File: config.mk
export PLATFORM = sky130hd
export DESIGN_NAME = ps2_scan_rx
export DESIGN_NICKNAME = d
export VERILOG_FILES = /design/src/rtl/ps2_scan_rx.sv
export SDC_FILE = /design/constraint.sdc
export NUM_CORES = 1
export LEC_CHECK = 0
export CELL_PAD_IN_SITES_DETAIL_PLACEMENT = 0
export CELL_PAD_IN_SITES_GLOBAL_PLACEMENT = 1
export CORE_UTILIZATION = 44
export DETAILED_ROUTE_END_ITERATION = 12
export PLACE_DENSITY = 0.85
export SETUP_SLACK_MARGIN = 0.2
export SYNTH_ARGS = -nofsm -noshare
export SYNTH_HDL_FRONTEND = slang
export SYNTH_SLANG_ARGS = --single-unit
File: constraint.sdc
create_clock -name CLOCK_50 -period 3.25 [get_ports CLOCK_50]
set_input_delay 0.4875 -clock CLOCK_50 [delete_from_list [all_inputs] [get_ports CLOCK_50]]
set_output_delay 0.4875 -clock CLOCK_50 [all_outputs]
set_load 0.05 [all_outputs]
File: src/rtl/ps2_scan_rx.sv
// PS/2 frame receiver and scan-code decoder, oversampled on CLOCK_50.
// Optional partial-frame timeout is built when PS2_RX_TIMEOUT_EN is defined.
module ps2_scan_rx #(
  parameter int SYNC_STAGES    = 2,
  parameter int TIMEOUT_CYCLES = 100000
) (
  input  logic       CLOCK_50,
  input  logic       resetn,
  input  logic       PS2_CLK,
  input  logic       PS2_DAT,
  output logic [7:0] byte_data,
  output logic       byte_valid,
  output logic [7:0] scan_code,
  output logic       is_break,
  output logic       is_extended,
  output logic       code_valid,
  output logic       frame_err
);

  typedef enum logic [1:0] {
    IDLE,
    DATA,
    PARITY,
    STOP
  } state_t;

  localparam logic [7:0] PFX_EXT = 8'hE0;
  localparam logic [7:0] PFX_BRK = 8'hF0;

  logic [SYNC_STAGES-1:0] clk_sync;
  logic [SYNC_STAGES-1:0] dat_sync;
  logic                   sclk;
  logic                   sdat;
  logic                   sclk_d;
  logic                   fall;

  state_t     state;
  state_t     state_n;
  logic [7:0] shreg;
  logic [7:0] shreg_n;
  logic [2:0] cnt;
  logic [2:0] cnt_n;
  logic       par;
  logic       par_n;
  logic       good;
  logic       bad;
  logic       tmo;
  logic       ext_pend;
  logic       brk_pend;

  // Lines idle high, so the chain resets to 1 to avoid a false edge.
  always_ff @(posedge CLOCK_50) begin
    if (!resetn) begin
      clk_sync <= '1;
      dat_sync <= '1;
      sclk_d   <= 1'b1;
    end else begin
      clk_sync <= {clk_sync[SYNC_STAGES-2:0], PS2_CLK};
      dat_sync <= {dat_sync[SYNC_STAGES-2:0], PS2_DAT};
      sclk_d   <= sclk;
    end
  end

  assign sclk = clk_sync[SYNC_STAGES-1];
  assign sdat = dat_sync[SYNC_STAGES-1];
  assign fall = sclk_d & ~sclk;

`ifdef PS2_RX_TIMEOUT_EN
  localparam int TW = $clog2(TIMEOUT_CYCLES + 1);

  logic [TW-1:0] tmo_cnt;
  logic          tmo_hit;

  // Fires one cycle early so frame_err lands as the count reaches zero.
  assign tmo_hit = (state != IDLE) && (tmo_cnt <= TW'(1));

  always_ff @(posedge CLOCK_50) begin
    if (!resetn) begin
      tmo_cnt <= '0;
    end else if (fall) begin
      tmo_cnt <= TW'(TIMEOUT_CYCLES - 1);
    end else if (state != IDLE && tmo_cnt != '0) begin
      tmo_cnt <= tmo_cnt - TW'(1);
    end
  end
`endif

  always_comb begin
    state_n = state;
    shreg_n = shreg;
    cnt_n   = cnt;
    par_n   = par;
    good    = 1'b0;
    bad     = 1'b0;
    tmo     = 1'b0;
    if (fall) begin
      unique case (state)
        IDLE: begin
          if (!sdat) begin
            cnt_n   = 3'd0;
            state_n = DATA;
          end
        end
        DATA: begin
          shreg_n = {sdat, shreg[7:1]};
          cnt_n   = cnt + 3'd1;
          if (cnt == 3'd7) begin
            state_n = PARITY;
          end
        end
        PARITY: begin
          par_n   = sdat;
          state_n = STOP;
        end
        STOP: begin
          state_n = IDLE;
          if ((^shreg ^ par) && sdat) begin
            good = 1'b1;
          end else begin
            bad = 1'b1;
          end
        end
        default: state_n = IDLE;
      endcase
    end
`ifdef PS2_RX_TIMEOUT_EN
    else if (tmo_hit) begin
      state_n = IDLE;
      tmo     = 1'b1;
    end
`endif
  end

  always_ff @(posedge CLOCK_50) begin
    if (!resetn) begin
      state       <= IDLE;
      shreg       <= '0;
      cnt         <= '0;
      par         <= 1'b0;
      byte_data   <= '0;
      byte_valid  <= 1'b0;
      frame_err   <= 1'b0;
      scan_code   <= '0;
      is_break    <= 1'b0;
      is_extended <= 1'b0;
      code_valid  <= 1'b0;
      ext_pend    <= 1'b0;
      brk_pend    <= 1'b0;
    end else begin
      state      <= state_n;
      shreg      <= shreg_n;
      cnt        <= cnt_n;
      par        <= par_n;
      byte_valid <= good;
      frame_err  <= bad | tmo;
      code_valid <= 1'b0;
      if (good) begin
        byte_data <= shreg;
      end
      // A broken frame poisons any prefix collected so far.
      if (frame_err) begin
        ext_pend <= 1'b0;
        brk_pend <= 1'b0;
      end else if (byte_valid) begin
        if (byte_data == PFX_EXT) begin
          ext_pend <= 1'b1;
        end else if (byte_data == PFX_BRK) begin
          brk_pend <= 1'b1;
        end else begin
          scan_code   <= byte_data;
          is_break    <= brk_pend;
          is_extended <= ext_pend;
          code_valid  <= 1'b1;
          ext_pend    <= 1'b0;
          brk_pend    <= 1'b0;
        end
      end
    end
  end

endmodule
==> results.yml, run 1 <==
status:
  outcome: "completed"
sta:
  worst_pin_slew_ns: 0.503
  fin_crit_ns: 2.01
  totalNegativeSetupSlack_ns: 0
  drv_slew: 0
  timing.hold.ws_ns: 0.417
  max_freq_mhz: 498
  setup_viol: 0
  rsz0062_at_grt: "no"
  fin_crit_sh_pct: 61.7
  fin_skew_ns: 0.00371
  final_hold_viol_count: 0
  max_slew_margin_pct: 66.4
  fin_ws_ns: 1.24
grt:
  grt-ovfl-total: 0
  grt_pass1_vias: 1198
  antenna_found_initial: 0
  grt_pass1_wl_um: 5160
  grt_usage_pct: 16.3
  grt_max_degree: 26
logic_synthesis:
  synth_most_common_cell: "dfxtp_1"
  yosysTopAreaCellShare_pct: 49.3
  netlist-cell-type-count: 30
  synth_seq_cells: 42
  async_reset_ff_share_pct: 0
  synth_simple_gate_area_share_pct: 16.8
  yosysWarnings: 0
  synth_xor_xnor_area_share_pct: 4.84
  netlist_area_mm2: 0.00171
  netlist_instances: 171
  synth_fa_ha_area_share_pct: 4.40
  synth-compound-area-share_pct: 5.21
  muxShareOfSynthArea_pct: 16.6
  synth_edf_count: 0
  synth-main-ff-cell: "dfxtp_1"
  synthTopCellsByCount: "dfxtp_1, mux2i_1, nor2_1"
  synth.avg_cell_area_um2: 9.97
  synth_top_family_by_area: "simple AND/OR/NAND/NOR gates"
  yosys.area.top_type: "dfxtp_1"
  ys_seq_area_share_pct: 49.3
  synth.area.top_cells: "dfxtp_1, mux2i_1, nor2_1"
  synth_nets: 181
placement:
  io_buffers: 24
  dp_slack_ns: 1.37
  hpwl_um: 2200
  place_congestion: 0.756
critical_path:
  cp_data_required_time_ns: 2.76
  cp_slowest_cell: "clkdlybuf4s50_1"
  path_cells: "clkdlybuf4s50_1"
  cp_num_cells: 1
  timing.rr.start: "shreg[7]"
  regToRegSetupSlack_ns: 1.37
  cp-start-kind: "register"
  slowest_delay_ns: 0.83
  crit_path_end_kind: "output pin"
  path_buf_inv: 1
  worstPathMaxFanout: 5
  critPathTopFamily: "buffers and inverters"
  reg2reg_depth: 4
  reg2reg_to: "byte_data[2]"
  crit_arrival_ns: 1.52
  path_class: "register to output pin"
  crit_start: "byte_data[4]"
  critPathCapture: "byte_data[4]"
worst_hold_path:
  hp-class: "register to register"
pwr:
  power_uw: 876
  ir_drop_v: 0.000277
  powerDensity_mw_per_mm2: 421
  p_leak_nw: 0.889
detailed_routing:
  first_pass_iters: 4
  drc_errors: 0
  vias: 1194
  wl_per_cell_um: 12.1
  via_per_inst: 4.85
  ant_nets: 0
  drt_wl_total_um: 2980
  drt-initial-drc-count: 24
clock_network:
  cts-resized-gates: 0
  cts_max_level: 2
  cts_root_buf: "clkbuf_8"
  cts_buffers: 5
  clock_latency_ns: 0.29
  holdBufCountCts: 0
  cts_sinks: 42
  clk_pin_slew_ns: 0.07
  cts_tree: "done"
  postCtsSetupBuffers: 0
  cts_max_path_buffers: 2
floorplan:
  core_mm2: 0.00369
  fp.dieW_um: 64.3
  die-area_mm2: 0.00413
  io_pins: 25
  die_h_um: 64.3
  rows: 22
  start_util_pct: 46.2
layout:
  nFillCells: 322
  num-nets-final: 207
  n_antenna_cell: 0
  syn2layout_area_growth_pct: 22.1
  drive_gt1_share_pct: 6.57
run:
  max_cap_violations: 0
[registers in the layout, indices dropped and copies added (netlist names)]
name	flops
is_extended	1
code_valid	1
is_break	1
state	2
dat_sync	2
byte_data	8
ext_pend	1
sclk_d	1
scan_code	8
byte_valid	1
brk_pend	1
par	1
frame_err	1
clk_sync	2
shreg	8
cnt	3
[through the flow]
step / cell area [um^2] / instances / util, %
floorplan: 1710 / 171 / -
global placement: 1990 / 238 / 54.0
detailed placement: 1990 / 238 / 54.0
CTS: 2080 / 246 / 56.4
global route: 2080 / 246 / 56.4
finish: 2080 / 246 / 56.4
[worst min path at each step]
stage	cells past startpoint	endpoint	startpoint
final	1	dat_sync[1]	dat_sync[0]
after global routing	1	clk_sync[1]	clk_sync[0]
after CTS	1	dat_sync[1]	dat_sync[0]
after detailed placement	1	dat_sync[1]	dat_sync[0]
after global placement	1	clk_sync[1]	clk_sync[0]
after floorplan	1	clk_sync[1]	clk_sync[0]
[power by group]
group          switching, mW  total (mW)  internal, mW
Sequential           0.00161       0.519         0.517
Combinational         0.0125      0.0196       0.00714
Clock                  0.167       0.338         0.171
[worst register-to-register path, cell delays in order (launching register included)]
cell	delay, ns
dfxtp_1	0.40
xor3_1	0.48
or2_2	0.32
mux2i_4	0.37
mux2i_1	0.25
[cell usage in the layout, fill, tap and decap left out, types with 2 or more instances in the layout]
cell             count
buf_4                2
dfxtp_1             42
clkdlybuf4s50_1     24
nand3_1              4
nand2_1             21
mux2i_1             26
clkbuf_8             6
inv_1                4
o211ai_1             2
a21oi_1              6
nand2b_1             7
xnor2_1              3
a32oi_1              2
a31oi_1              2
ha_1                 6
nor2_1              24
[logic make-up after synthesis]
logic type,after synthesis
AO/OA/AOI/OAI,14
XOR/XNOR,6
adder cells (fa/ha/maj),6
buffers and inverters,12
flip-flops,42
multiplexers,27
AND/OR/NAND/NOR,64
[routing by layer]
layer | global-route usage (%) | wire, um | part of all wire (%)
met4 | 9.17 | 33 | 1.1
met5 | 0 | 0 | 0
met2 | 27.8 | 1410 | 47
met1 | 18.3 | 1420 | 48
met3 | 3.93 | 115 | 3.9
[area by class of cell]
cell class              count  area [um^2]  share of cell area, %
clock inverters             1         5.00                  0.240
repair buffers             26          255                   12.3
inverters                   5         18.8                  0.901
multi-input cells         117          816                   39.2
clock buffers               7         86.3                   4.15
well taps                  48         60.1                   2.88
flip-flops and latches     42          841                   40.4
(Power assumes the default switching activity.)
==> inputs of run 2 (changes only) <==
--- a/config.mk
+++ b/config.mk
@@ -7,9 +7,9 @@
 export LEC_CHECK = 0
 export CELL_PAD_IN_SITES_DETAIL_PLACEMENT = 0
 export CELL_PAD_IN_SITES_GLOBAL_PLACEMENT = 1
-export CORE_UTILIZATION = 44
+export CORE_UTILIZATION = 41
 export DETAILED_ROUTE_END_ITERATION = 12
-export PLACE_DENSITY = 0.85
+export PLACE_DENSITY = 0.8
 export SETUP_SLACK_MARGIN = 0.2
 export SYNTH_ARGS = -nofsm -noshare
 export SYNTH_HDL_FRONTEND = slang
==> constraint.sdc (replaced) <==
create_clock -name CLOCK_50 -period 1.9 [get_ports CLOCK_50]
set_input_delay 0.285 -clock CLOCK_50 [delete_from_list [all_inputs] [get_ports CLOCK_50]]
set_output_delay 0.285 -clock CLOCK_50 [all_outputs]
set_load 0.05 [all_outputs]
==> results.yml, run 2 (synthesized netlist as in run 1, its figures left out) <==
critical_path:
  critPathTopFamily: "simple AND/OR/NAND/NOR gates"
  path_class: "register to register"
  cp_slowest_cell: "or4_4"
  cp-start-kind: "register"
  slowest_delay_ns: 0.54
  cp_data_required_time_ns: 2.07
  path_cells: "or4_4 > o211ai_1 > buf_4 > mux2i_1 > nor2_1"
  path_buf_inv: 1
  crit_arrival_ns: 1.90
  crit_path_end_kind: "register"
  worstPathMaxFanout: 5
placement:
  dp.cells: 240
  hpwl_um: 2220
  io_buffers: 24
  place_congestion: 0.754
pwr:
  powerDensity_mw_per_mm2: 688
  pwr-share-seq_pct: 59.1
  switching_power_uw: 311
  power_mw: 1.50
  p_int_mw: 1.19
  switching_share_pct: 20.7
  p_leak_nw: 1.05
  power.share.clock_pct: 38.6
  ir_drop_v: 0.000406
  share_comb_of_total_power_pct: 2.3
floorplan:
  fp.dieW_um: 66.5
  die-area_mm2: 0.00442
  start_util_pct: 42.6
  rows: 23
  io_pins: 25
  core_mm2: 0.00400
  die_h_um: 66.5
sta:
  worst_pin_slew_ns: 0.497
  fin_crit_sh_pct: 91.2
  fin_skew_ns: 0.00711
  fin_crit_ns: 1.73
  timing.hold.ws_ns: 0.416
  rsz0062_at_grt: "yes"
  final_hold_viol_count: 0
  drv_slew: 0
  setup_viol: 0
  max_freq_mhz: 577
  totalNegativeSetupSlack_ns: 0
  max_slew_margin_pct: 66.8
layout:
  reg.largest.list: "byte_data (8), scan_code (8), shreg (8)"
  num-nets-final: 214
  n_antenna_cell: 0
  syn2layout_area_growth_pct: 27.9
  layout_common_cells: "dfxtp_1, mux2i_1, nor2_1"
  drive_gt1_share_pct: 15.6
  final_common_cell: "dfxtp_1"
  fin_cells: 255
grt:
  grt_pass1_wl_um: 5260
  grt_max_degree: 26
  grt_pass1_vias: 1125
  antenna_found_initial: 0
  grt_usage_pct: 16.2
  grt-ovfl-total: 0
detailed_routing:
  via_per_inst: 4.96
  vias: 1264
  ant_nets: 0
  first_pass_iters: 4
  drc_errors: 0
  drt-initial-drc-count: 49
  drt_wl_total_um: 3220
  wl_per_cell_um: 12.6
clock_network:
  cts_sinks: 42
  cts_tree: "done"
  cts_root_buf: "clkbuf_8"
  clock_latency_ns: 0.29
  clk_pin_slew_ns: 0.07
  holdBufCountCts: 0
  cts_max_level: 2
  cts_max_path_buffers: 2
  cts_buffers: 5
run:
  max_cap_violations: 0
status:
  outcome: "completed"
worst_hold_path:
  hp-class: "register to register"
run 2: power by group through the flow:
stage | Combinational (mW) | Sequential [mW] | Clock, mW
6_report | 0.0346 | 0.887 | 0.579
3_5_place_dp | 0.0351 | 0.908 | 0
3_3_place_gp | 0.0334 | 0.907 | 0
2_1_floorplan | 0.0221 | 0.907 | 0
4_1_cts | 0.0352 | 0.887 | 0.606
5_1_grt | 0.0396 | 0.888 | 0.640
run 2: through the flow:
stage               area (um^2)  util [%]  setup WS, ns
floorplan                  1710         -         0.200
global placement           2000      49.9         0.135
detailed placement         2000      49.9        0.0284
CTS                        2100      52.4         0.160
global route               2180      54.5        0.0960
finish                     2180      54.5         0.167
run 2: worst paths after layout:
check / cells after the start / start / to / slack, ns
max: 5 / byte_data[0] / scan_code[3] / 0.17
min: 1 / dat_sync[0] / dat_sync[1] / 0.42
max reg2reg: 5 / byte_data[0] / scan_code[3] / 0.17
min reg2reg: 1 / dat_sync[0] / dat_sync[1] / 0.42
run 2: timing repair:
action,4_1_cts,5_1_grt
resized for setup,22,13
endpoints found under the setup margin,39,21
setup buffers,2,3
hold endpoints to repair,0,0
cloned,0,2
pin swaps,1,3
run 2: final cells by class:
class                   instances  area (um^2)
inverters                       5         18.8
clock inverters                 1         5.00
clock buffers                   7         86.3
multi-input cells             117          837
well taps                      50         62.6
flip-flops and latches         42          852
fillers                       356         1820
repair buffers                 33          319
run 2: per-layer routing:
layer	GRT usage, %	wire (um)
met1	21.5	1490
met2	24.4	1550
met3	4.11	132
met4	7.98	51
met5	0	0
run 2: worst register-to-register path, delay by kind of cell (launching register included):
family,cells,cell delay [ns]
DFF,1,0.33
buffers and inverters,1,0.22
AOI/OAI and AO/OA,1,0.28
muxes,1,0.19
and+or+nand+nor,2,0.59
==> inputs of run 3 (changes only) <==
--- a/config.mk
+++ b/config.mk
@@ -5,9 +5,10 @@
 export SDC_FILE = /design/constraint.sdc
 export NUM_CORES = 1
 export LEC_CHECK = 0
-export CELL_PAD_IN_SITES_DETAIL_PLACEMENT = 0
+export CELL_PAD_IN_SITES_DETAIL_PLACEMENT = 1
 export CELL_PAD_IN_SITES_GLOBAL_PLACEMENT = 1
 export CORE_UTILIZATION = 41
+export CTS_CLUSTER_SIZE = 10
 export DETAILED_ROUTE_END_ITERATION = 12
 export PLACE_DENSITY = 0.8
 export SETUP_SLACK_MARGIN = 0.2
==> results.yml, run 3 (synthesized netlist as in run 1, its figures left out) <==
sta:
  worst_pin_slew_ns: 0.508
  fin_crit_sh_pct: 94.0
  max_freq_mhz: 560
  fin_crit_ns: 1.79
  final_hold_viol_count: 0
  drv_slew: 0
  max_slew_margin_pct: 66.3
  setup_viol: 0
  fin_skew_ns: 0.0120
  rsz0062_at_grt: "yes"
  totalNegativeSetupSlack_ns: 0
placement:
  place_area_mm2: 0.00200
  hpwl_um: 2700
  place_congestion: 0.754
  io_buffers: 24
  dp.cells: 240
worst_hold_path:
  holdPathEnd: "dat_sync[1]"
  worstHoldStart: "dat_sync[0]"
  hp-class: "register to register"
  hold_path_depth: 1
detailed_routing:
  ant_nets: 0
  drt-initial-drc-count: 33
  first_pass_iters: 4
  vias: 1329
  drt_wl_total_um: 4210
  via_per_inst: 5.21
  drc_errors: 0
  wl_per_cell_um: 16.5
floorplan:
  die-area_mm2: 0.00442
  start_util_pct: 42.6
  fp.dieW_um: 66.5
  die_h_um: 66.5
  io_pins: 25
  core_mm2: 0.00400
  rows: 23
critical_path:
  timing.rr.start: "shreg[7]"
  cp_data_required_time_ns: 2.12
  cp_slowest_cell: "xor3_1"
  regToRegSetupSlack_ns: 0.11
  reg2reg_to: "byte_data[3]"
  slowest_delay_ns: 0.43
  crit_path_end_kind: "register"
  worstPathMaxFanout: 4
  cp-start-kind: "register"
  path_cells: "xor3_1 > or2_4 > mux2i_4 > clkbuf_16 > mux2i_1"
  reg2reg_depth: 5
  crit_arrival_ns: 2.01
  path_class: "register to register"
grt:
  antenna_found_initial: 0
  grt-ovfl-total: 0
  grt_usage_pct: 18.7
  grt_pass1_wl_um: 6070
  grt_pass1_vias: 1280
  grt_max_degree: 26
pwr:
  p_leak_nw: 1.05
  ir_drop_v: 0.000592
  powerDensity_mw_per_mm2: 735
layout:
  design_area_mm2: 0.00221
  reg.largest.list: "byte_data (8), scan_code (8), shreg (8)"
  n_antenna_cell: 0
  final_common_cell: "dfxtp_1"
  syn2layout_area_growth_pct: 29.8
  layout_common_cells: "dfxtp_1, mux2i_1, nor2_1"
  drive_gt1_share_pct: 17.6
  fin_cells: 255
  num-nets-final: 214
clock_network:
  cts_max_path_buffers: 2
  clock_latency_ns: 0.31
  holdBufCountCts: 0
  cts_buffers: 5
  cts_max_level: 2
  cts_tree: "done"
  cts_sinks: 42
  clk_pin_slew_ns: 0.08
  cts_root_buf: "clkbuf_8"
status:
  outcome: "completed"
run:
  max_cap_violations: 0
-- run 3: worst max path at each step --
stage	start	end	slack, ns
final	shreg[7]	byte_data[3]	0.11
after global routing	state[0]	byte_data[3]	0.05
after global placement	shreg[7]	byte_data[1]	0.14
after floorplan	shreg[7]	byte_data[0]	0.20
after detailed placement	shreg[7]	byte_data[2]	-0.006
after CTS	byte_data[0]	scan_code[3]	0.16
-- run 3: worst max-delay path, delay by kind of cell (launching register included) --
family                    cells  cell delay (ns)
muxes                         2             0.47
xor gates and xnor gates      1             0.43
DFF                           1             0.36
and+or+nand+nor               1             0.25
buffers and inverters         1             0.19
-- run 3: stage by stage --
stage	hold WS, ns	utilization, %	power, mW	worst slack (ns)
3_5_place_dp	0.417	49.9	0.944	-0.00601
3_3_place_gp	0.390	49.9	0.941	0.135
4_1_cts	0.432	52.9	1.64	0.157
5_1_grt	0.448	55.3	1.69	0.0509
6_report	0.422	55.3	1.63	0.113
2_1_floorplan	0.358	-	0.929	0.200
-- run 3: metal layers --
layer / track usage [%] / routed length (um) / share of wire (%) / up-vias
met4: 7.18 / 119 / 2.8 / 0
met3: 5.82 / 178 / 4.2 / 11
met2: 32.0 / 2260 / 54 / 31
li1: - / - / - / 638
met1: 21.8 / 1650 / 39 / 649
met5: 0 / 0 / 0 / -
-- run 3: repair_timing --
| action | 4_1_cts | 5_1_grt |
|---|---|---|
| resized for setup | 24 | 16 |
| cloned | 0 | 2 |
| setup endpoints to repair | 40 | 20 |
| pin swaps | 1 | 4 |
| endpoints found under the hold margin | 0 | 0 |
| setup buffers | 2 | 3 |
-- run 3: cell type report --
class / count / area [um^2]
clock buffer: 6 / 72.6
clock inverter: 2 / 37.5
fill: 448 / 1790
inverter: 5 / 18.8
multi-input combinational: 117 / 847
sequential: 42 / 860
tap: 50 / 62.6
timing repair buffer: 33 / 315
-- run 3: report_power, final --
part | switching (mW) | internal [mW] | total, mW
logic | 0.0235 | 0.0125 | 0.0360
clock network | 0.314 | 0.392 | 0.706
registers | 0.00284 | 0.881 | 0.884
total | 0.340 | 1.29 | 1.63
